## src/rtl/hanoivm_dispatch.sv

```systemverilog
// Instruction dispatcher for the HanoiVM interpreter core: fetches 89-bit words
// from program memory, offers them to the core, and tracks completion and status.
//
// state     | meaning
// ----------+---------------------------------------------------------------
// IDLE      | waiting for start; status flags clear
// FETCH     | prog_rd_en high for this one cycle, prog_addr = pc
// WAIT_MEM  | prog_data valid; latch it, HALT opcode ends the program here
// ISSUE     | valid_out high until the core takes the instruction
// WAIT_DONE | instruction in flight, waiting for core_done
// ADVANCE   | pc+1, then next FETCH or HALT at prog_len
// HALT      | program finished; outputs held, start restarts
// ERROR     | core timed out; outputs held, start restarts
module hanoivm_dispatch #(
  parameter int PC_W    = 8,
  parameter int TIMEOUT = 64
) (
  input  logic            clk,
  input  logic            rst,
  input  logic            start,
  input  logic            abort,
  input  logic [PC_W-1:0] prog_len,
  output logic [PC_W-1:0] prog_addr,
  output logic            prog_rd_en,
  input  logic [88:0]     prog_data,
  output logic [7:0]      opcode_out,
  output logic [80:0]     operand_out,
  output logic            valid_out,
  input  logic            core_ready,
  input  logic            core_done,
  input  logic [80:0]     core_result,
  output logic [80:0]     last_result,
  output logic [PC_W-1:0] retired,
  output logic            busy,
  output logic            halted,
  output logic            error
);

  localparam int TW = $clog2(TIMEOUT + 1);
  localparam logic [TW-1:0] TMO_LAST = TW'(TIMEOUT - 1);
  localparam logic [7:0] OP_HALT = 8'hFF;

  typedef enum logic [2:0] {
    S_IDLE,
    S_FETCH,
    S_WAIT_MEM,
    S_ISSUE,
    S_WAIT_DONE,
    S_ADVANCE,
    S_HALT,
    S_ERROR
  } state_t;

  state_t          state;
  logic [PC_W-1:0] pc;
  logic [TW-1:0]   tmo_cnt;
  logic [PC_W:0]   pc_inc;
  logic            tmo_hit;
  logic            at_end;

  // pc_inc carries one extra bit so the end-of-program compare cannot wrap
  assign pc_inc    = {1'b0, pc} + (PC_W + 1)'(1);
  assign at_end    = (pc_inc >= {1'b0, prog_len});
  assign tmo_hit   = (tmo_cnt >= TMO_LAST);
  assign prog_addr = pc;

  always_ff @(posedge clk or posedge rst) begin
    if (rst) begin
      state       <= S_IDLE;
      pc          <= '0;
      tmo_cnt     <= '0;
      retired     <= '0;
      opcode_out  <= '0;
      operand_out <= '0;
      last_result <= '0;
      valid_out   <= 1'b0;
      prog_rd_en  <= 1'b0;
      busy        <= 1'b0;
      halted      <= 1'b0;
      error       <= 1'b0;
    end else if (abort) begin
      state      <= S_IDLE;
      valid_out  <= 1'b0;
      prog_rd_en <= 1'b0;
      busy       <= 1'b0;
      halted     <= 1'b0;
      error      <= 1'b0;
    end else begin
      case (state)
        S_IDLE, S_HALT, S_ERROR: begin
          if (start) begin
            pc          <= '0;
            retired     <= '0;
            last_result <= '0;
            error       <= 1'b0;
            if (prog_len == '0) begin
              state  <= S_HALT;
              busy   <= 1'b0;
              halted <= 1'b1;
            end else begin
              state      <= S_FETCH;
              prog_rd_en <= 1'b1;
              busy       <= 1'b1;
              halted     <= 1'b0;
            end
          end
        end

        S_FETCH: begin
          prog_rd_en <= 1'b0;
          state      <= S_WAIT_MEM;
        end

        S_WAIT_MEM: begin
          opcode_out  <= prog_data[88:81];
          operand_out <= prog_data[80:0];
          if (prog_data[88:81] == OP_HALT) begin
            state  <= S_HALT;
            busy   <= 1'b0;
            halted <= 1'b1;
          end else begin
            state     <= S_ISSUE;
            valid_out <= 1'b1;
            tmo_cnt   <= '0;
          end
        end

        // A transfer or completion on the final timeout cycle still counts.
        S_ISSUE: begin
          if (valid_out && core_ready) begin
            valid_out <= 1'b0;
            tmo_cnt   <= tmo_cnt + TW'(1);
            state     <= S_WAIT_DONE;
          end else if (tmo_hit) begin
            valid_out <= 1'b0;
            busy      <= 1'b0;
            error     <= 1'b1;
            state     <= S_ERROR;
          end else begin
            tmo_cnt <= tmo_cnt + TW'(1);
          end
        end

        S_WAIT_DONE: begin
          if (core_done) begin
            last_result <= core_result;
            retired     <= retired + PC_W'(1);
            state       <= S_ADVANCE;
          end else if (tmo_hit) begin
            busy  <= 1'b0;
            error <= 1'b1;
            state <= S_ERROR;
          end else begin
            tmo_cnt <= tmo_cnt + TW'(1);
          end
        end

        S_ADVANCE: begin
          pc <= pc_inc[PC_W] ? pc : pc_inc[PC_W-1:0];
          if (at_end) begin
            state  <= S_HALT;
            busy   <= 1'b0;
            halted <= 1'b1;
          end else begin
            state      <= S_FETCH;
            prog_rd_en <= 1'b1;
          end
        end

        default: begin
          state      <= S_IDLE;
          valid_out  <= 1'b0;
          prog_rd_en <= 1'b0;
          busy       <= 1'b0;
          halted     <= 1'b0;
          error      <= 1'b0;
        end
      endcase
    end
  end

endmodule

```

## config.mk

```make
export PLATFORM = sky130hd
export DESIGN_NAME = hanoivm_dispatch
export DESIGN_NICKNAME = d
export VERILOG_FILES = /design/src/rtl/hanoivm_dispatch.sv
export SDC_FILE = /design/constraint.sdc
export NUM_CORES = 1
export LEC_CHECK = 0
export CAP_MARGIN = 20
export CORE_UTILIZATION = 35
export CTS_CLUSTER_DIAMETER = 60
export CTS_CLUSTER_SIZE = 10
export DETAILED_ROUTE_END_ITERATION = 8
export DONT_BUFFER_PORTS = 1
export GPL_TIMING_DRIVEN = 0
export PLACE_DENSITY = 0.47
export SLEW_MARGIN = 20
export SYNTH_ARGS = -nofsm -noshare
export SYNTH_HDL_FRONTEND = slang
export SYNTH_SLANG_ARGS = --single-unit
export TNS_END_PERCENT = 30
```

## constraint.sdc

```tcl
create_clock -name clk -period 9.9 [get_ports clk]
set_input_delay 1.98 -clock clk [delete_from_list [all_inputs] [get_ports clk]]
set_output_delay 1.98 -clock clk [all_outputs]
set_load 0.01 [all_outputs]
```

==> run_results.csv, run 1 <==
group,metric,value,unit
place,port_buffers,0,
power_and_ir_drop,power.density,249,nW/um2
clock_network,htreeDepth,1,
floorplanning,ios,375,
sta,finalSetupViolations,0,
cells_and_area,area_growth_syn_to_layout,13.3,%
sta,fin_skew,17.6,ps
clock_network,clock_latency,530,ps
logic_synthesis,synthesis.area,8820,um2
sta,fin_setup_tns,0,ps
logic_synthesis,synth_edf_count,0,
floorplanning,die_h,161,um
worst_setup_path,required,10300,ps
global_route,grt_max_degree,89,
sta,max_freq,306,MHz
worst_setup_path,crit_end,"state[2]$_DFFE_PP0N_",
sta,period_needed,3270,ps
place,gp_congestion,0.825,
logic_synthesis,synth_simple_gate_area_share,18.6,%
logic_synthesis,synth_fa_ha_area_share,1.56,%
cells_and_area,stdcell_count,1177,
floorplanning,fp-row-count,57,
clock_network,cts_tree,"done",
logic_synthesis,synth-warning-count,0,
logic_synthesis,synth_top_family_by_area,"simple AND/OR/NAND/NOR gates",
logic_synthesis,synth_compound_area_share,7.28,%
cells_and_area,finish.utilization,40.7,%
global_route,grt_overflow,0,
detailed_routing,route.vias.total,6147,
cells_and_area,final_layout_size_suffix_gt1_share,21.0,%
worst_setup_path,critPathKind,"primary input to flip-flop",
clock_network,cts.sinks,201,
worst_setup_path,cp-end-kind,"flip-flop",
clock_network,clock-root-buffer,"clkbuf_16",
detailed_routing,drtIter0Drc,426,
detailed_routing,viasPerCell,5.22,
power_and_ir_drop,p_leak,4.79,nW
worst_setup_path,startpoint,"prog_len[5]",
detailed_routing,firstDrtPassIters,5,
worst_setup_path,timing.rr.start,"prog_addr[0]$_DFFE_PP0P_",
logic_synthesis,synth_mux_area_share,11.5,%
floorplanning,die_w,161,um
worst_setup_path,crit_fanout,2,
floorplanning,die_area,25800,um2
sta,final-hold-violation-count,0,
worst_setup_path,regToRegEndpoint,"state[2]$_DFFE_PP0N_",
global_route,grt_pass1_wl,36000,um
logic_synthesis,synth_commonest_cells,"dfrtp_1 (201), nand2_1 (201), nand3_1 (93), mux2_2 (89), buf_2 (26)",
detailed_routing,ant_nets,0,
logic_synthesis,synth_cells,820,
clock_network,clockBufferDepth,3,
clock_network,cts_hold_buf,0,
place,detailed_place_hpwl,17100,um
logic_synthesis,syn-num-nets,1015,
logic_synthesis,ys_seq_elements,201,
sta,drv_slew,0,
floorplanning,core_area,24500,um2
clock_network,cts_setup_buffers,0,
global_route,antenna_found_initial,0,
sta,slew_headroom,55.5,%
worst_setup_path,startpoint_type,"primary input",
logic_synthesis,synth_seq_area_share,57.0,%
clock_network,cts_buffers,25,
worst_setup_path,worstPathArrival,3670,ps
cells_and_area,fin_nets,1044,
cells_and_area,insertedDiodeCount,0,
place,placed_cells,1146,
floorplanning,start_util,36.0,%
clock_network,cts_resized,0,
power_and_ir_drop,peakVddDrop,0.130,mV
global_route,grt_use_total,17.5,%
logic_synthesis,netlist-cell-type-count,68,
sta,worst_pin_slew,664,ps
worst_setup_path,r2r_cells,11,
logic_synthesis,ys.flop_type,"dfrtp_1",
logic_synthesis,synth_top_area_share,57.0,%
worst_hold_path,worstHoldPathType,"flip-flop to flip-flop",
logic_synthesis,synth_area_leaders,"dfrtp_1 (57%), mux2_2 (11%), nand2_1 (8.6%)",
worst_setup_path,worst-r2r-setup-slack,6830,ps
sta,period_share,33.0,%
sta,grt_setup_unrepaired,"false",
detailed_routing,drc,0,
detailed_routing,routed_wl,23000,um
worst_hold_path,min_path_cells,1,
logic_synthesis,synth_xor_area_share,0.596,%
status,status,"finished clean",
clock_network,clk_pin_slew,60,ps
logic_synthesis,yosys.area.top_type,"dfrtp_1",
logic_synthesis,async_reset_ff_share,100,%
global_route,grt_pass1_vias,6452,
detailed_routing,avgRoutedWirePerCell,19.6,um
logic_synthesis,syn_avg_cell_area,10.8,um2
job,drv_cap,0,
-- registers in the layout, summed over array words and instances, names as in the netlist, 3 cells and up --
register,cells
state,3
tmo_cnt,7
prog_addr,8
last_result,81
opcode_out,8
operand_out,81
retired,8
-- layout by cell type, fill, tap and decap left out, types with 4 or more instances in the layout --
cell / n
a21oi_1: 16
a31oi_1: 6
and2_1: 4
buf_2: 26
clkbuf_1: 16
clkbuf_16: 25
clkbuf_8: 4
dfrtp_1: 201
ha_1: 11
inv_1: 10
mux2_2: 89
nand2_1: 201
nand3_1: 93
nand4_1: 4
nor2_1: 20
nor3_1: 4
o21a_1: 5
o21ai_0: 25
o21ai_1: 4
o31ai_1: 5
o41ai_1: 4
xnor2_1: 4
-- cells by family (layout without fill, tap and decap cells) --
group	after synthesis	count (layout)
AND/OR/NAND/NOR	355	355
flip-flops	201	201
AO/OA/AOI/OAI	95	95
multiplexers	90	90
buffers and inverters	62	95
adder cells (fa/ha/maj)	11	11
XOR/XNOR	6	6
-- worst max-delay path: stages --
cell and delay (ps):
inv_1 20, ha_1 270, o21a_1 170, o21ai_0 210
a211oi_1 110, o41ai_2 400, o31ai_1 180, o31a_1 320
-- through the flow --
step	instance area, um2	hold slack (ps)	setup slack [ps]	power (W)
global placement	9230	486	519	0.00169
floorplan	8820	460	2440	0.00157
finish	9990	510	6630	0.00249
detailed placement	9290	491	6120	0.00171
CTS	9990	513	6670	0.00253
global route	9990	543	6540	0.00262
-- where the power goes --
group | switching (W) | internal [W]
Sequential | 0.000256 | 0.00103
Combinational | 0.000193 | 0.000207
Clock | 0.000329 | 0.000473
Total | 0.000778 | 0.00171
-- final cells by class --
type,count,area [um2]
Multi-Input combinational cell,557,3480
Tap cell,324,405
Fill cell,2379,14500
Timing Repair Buffer,2,55.1
Inverter,12,52.6
Buffer,50,265
Clock buffer,28,667
Sequential cell,201,5030
Clock inverter,3,36.3
-- layer usage --
layer | vias up | global-route usage, % | wire length [um]
li1 | 2885 | - | -
met1 | 2923 | 19.7 | 8560
met2 | 300 | 31.1 | 11600
met3 | 39 | 5.99 | 2340
met4 | 0 | 5.15 | 485
met5 | - | 0 | 0
-- worst min path at each step --
| stage | slack (ps) | end | from |
|---|---|---|---|
| floorplan | 460 | tmo_cnt[6]$_DFFE_PP0P_ | tmo_cnt[6]$_DFFE_PP0P_ |
| global placement | 490 | tmo_cnt[6]$_DFFE_PP0P_ | tmo_cnt[6]$_DFFE_PP0P_ |
| detailed placement | 490 | tmo_cnt[5]$_DFFE_PP0P_ | tmo_cnt[5]$_DFFE_PP0P_ |
| CTS | 510 | tmo_cnt[6]$_DFFE_PP0P_ | tmo_cnt[6]$_DFFE_PP0P_ |
| global route | 540 | tmo_cnt[6]$_DFFE_PP0P_ | tmo_cnt[6]$_DFFE_PP0P_ |
| finish | 510 | tmo_cnt[6]$_DFFE_PP0P_ | tmo_cnt[6]$_DFFE_PP0P_ |
No activity file was read; power rests on OpenSTA's default activity.
==> inputs of run 2 (changes only) <==
PLACE_DENSITY = 0.49   (was 0.47)
clock period = 2.95 ns   (was 9.9 ns; I/O delays follow)
==> run 2 against run 1 <==
Against the previous run:
- global-route usage increased by 0.22 points
- sequential power grew to 3.4 times the previous value
- final area is 2.0% higher
- die area did not move
- clock-buffer cell count is 3 higher
- via count is the same
==> run_results.csv, run 2 (synthesis gave the netlist of run 1 again) <==
group,metric,value,unit
cells_and_area,fin_nets,1052,
global_route,grt_pass1_vias,6353,
clock_network,clk_pin_slew,50,ps
power_and_ir_drop,p_sw_share,30.8,%
detailed_routing,routed_wl,23300,um
floorplanning,die_w,161,um
worst_setup_path,cp-end-kind,"flip-flop",
sta,whs,198,ps
clock_network,cts_buffers,26,
cells_and_area,final_layout_size_suffix_gt1_share,22.5,%
worst_setup_path,crit_fanout,8,
global_route,grt_max_degree,32,
worst_hold_path,min_from,"core_result[40]",
sta,fin_skew,12.5,ps
power_and_ir_drop,power.density,837,nW/um2
worst_setup_path,regToRegEndpoint,"state[2]$_DFFE_PP0N_",
power_and_ir_drop,clock_power_share,33.5,%
sta,period_share,95.6,%
global_route,grt_use_total,17.7,%
sta,slew_headroom,52.2,%
worst_hold_path,min_path_cells,2,
power_and_ir_drop,p_comb_share,16.1,%
sta,drv_slew,0,
worst_hold_path,worstHoldPathType,"primary input to flip-flop",
cells_and_area,area_growth_syn_to_layout,15.6,%
sta,period_needed,2820,ps
status,status,"finished clean",
worst_setup_path,cp_cell_sequence,"ha_4 > and4_4 > nand2_2 > xnor2_2 > ha_1 > o21a_1 > o21ai_2 > a211oi_1 > o41ai_2 > o31ai_2 > o31a_1",
floorplanning,fp-row-count,57,
clock_network,clockBufferDepth,3,
cells_and_area,num-fill-cells,2338,
sta,final-hold-violation-count,0,
global_route,grt_pass1_wl,36400,um
worst_setup_path,cp.buffers_inverters,0,
worst_setup_path,worstPathArrival,3220,ps
floorplanning,start_util,36.0,%
place,port_buffers,0,
worst_setup_path,r2r_cells,11,
worst_setup_path,critPathKind,"flip-flop to flip-flop",
sta,finalSetupViolations,0,
detailed_routing,ant_nets,0,
detailed_routing,drc,0,
detailed_routing,route.vias.total,6147,
clock_network,cts.sinks,201,
global_route,grt-busiest-layer,"met2",
clock_network,cts_tree,"done",
worst_setup_path,worst-r2r-setup-slack,130,ps
place,gp_congestion,0.768,
worst_setup_path,slowest_stage,"dfrtp_2",
sta,grt_setup_unrepaired,"false",
job,drv_cap,0,
cells_and_area,reg_top3,"last_result (81), operand_out (81)",
cells_and_area,insertedDiodeCount,0,
worst_hold_path,hold_end,"last_result[40]$_DFFE_PP0P_",
worst_setup_path,startpoint_type,"flip-flop",
power_and_ir_drop,internal_power,0.00590,W
worst_setup_path,critPathTopFamily,"compound AO/OA/AOI/OAI gates",
floorplanning,core_area,24500,um2
clock_network,clock-root-buffer,"clkbuf_16",
worst_setup_path,required,3350,ps
global_route,grt_overflow,0,
floorplanning,ios,375,
power_and_ir_drop,p_leak,4.87,nW
sta,max_freq,355,MHz
clock_network,htreeDepth,1,
global_route,use_met2,30.7,%
floorplanning,die_h,161,um
cells_and_area,final_cell_mix,"nand2_1 (200), dfrtp_1 (198), nand3_1 (93)",
power_and_ir_drop,p_total,0.00854,W
cells_and_area,final_common_cell,"nand2_1",
global_route,gr-usage-met1,21.1,%
power_and_ir_drop,power_switching,0.00263,W
power_and_ir_drop,seq_power_share,50.4,%
clock_network,clock_latency,510,ps
sta,worst_pin_slew,714,ps
detailed_routing,viasPerCell,5.17,
worst_setup_path,slowest_delay,480,ps
global_route,grt_use_met3,5.76,%
power_and_ir_drop,peakVddDrop,0.564,mV
detailed_routing,avgRoutedWirePerCell,19.6,um
floorplanning,die_area,25800,um2
detailed_routing,drtIter0Drc,396,
detailed_routing,firstDrtPassIters,4,
global_route,antenna_found_initial,0,
place,detailed_place_hpwl,17300,um
worst_setup_path,timing.rr.start,"prog_addr[0]$_DFFE_PP0P_",
run 2: area by class of cell:
type                            count  area [um2]  area share, %
Buffer                             50         265           2.60
Clock buffer                       31         701           6.87
Clock inverter                      4        56.3          0.552
Inverter                           12        48.8          0.479
Multi-Input combinational cell    557        3510           34.5
Sequential cell                   201        5030           49.4
Tap cell                          324         405           3.98
Timing Repair Buffer                9         173           1.69
run 2: layer usage:
metal | share of wire (%) | wire (um) | vias to the layer above
met2 | 49 | 11500 | 276
met4 | 2.1 | 496 | 0
met3 | 9.7 | 2260 | 34
met5 | 0 | 0 | -
li1 | - | - | 2895
met1 | 39 | 9020 | 2942
run 2: power groups by stage:
| stage | clock (W) | combinational (W) | sequential, W |
|---|---|---|---|
| detailed placement | 0 | 0.00139 | 0.00436 |
| global placement | 0 | 0.00133 | 0.00437 |
| finish | 0.00286 | 0.00137 | 0.00430 |
| global route | 0.00305 | 0.00154 | 0.00439 |
| CTS | 0.00295 | 0.00139 | 0.00433 |
| floorplan | 0 | 0.00111 | 0.00416 |
run 2: worst max path at each step:
stage	slack, ps	from	cells after the start	endpoint
detailed placement	-100	prog_addr[0]$_DFFE_PP0P_	11	state[2]$_DFFE_PP0N_
finish	130	prog_addr[0]$_DFFE_PP0P_	11	state[2]$_DFFE_PP0N_
global placement	-1570	rst	1	opcode_out[4]$_DFFE_PP0P_
floorplan	-240	rst	1	busy$_DFFE_PP0P_
CTS	6	prog_addr[0]$_DFFE_PP0P_	11	state[2]$_DFFE_PP0N_
global route	6	prog_addr[0]$_DFFE_PP0P_	11	state[2]$_DFFE_PP0N_
run 2: through the flow:
step | worst slack [ps] | cells | TNS, ps | utilization [%] | cell area [um2]
floorplan | -242 | 820 | -48710 | - | 8820
finish | 130 | 1188 | 0 | 41.6 | 10200
detailed placement | -96.4 | 1151 | -165 | 38.3 | 9390
CTS | 5.79 | 1187 | 0 | 41.4 | 10200
global placement | -1570 | 1144 | -310520 | 37.6 | 9230
global route | 6.19 | 1188 | 0 | 41.6 | 10200
run 2: what timing repair did:
| action | CTS | global route |
|---|---|---|
| hold buffers | 1 | 0 |
| setup endpoints to repair | 2 | 4 |
| pin swaps | 0 | 2 |
| hold endpoints to repair | 17 | 0 |
| buffers inserted | 0 | 1 |
| gates resized for setup | 3 | 7 |
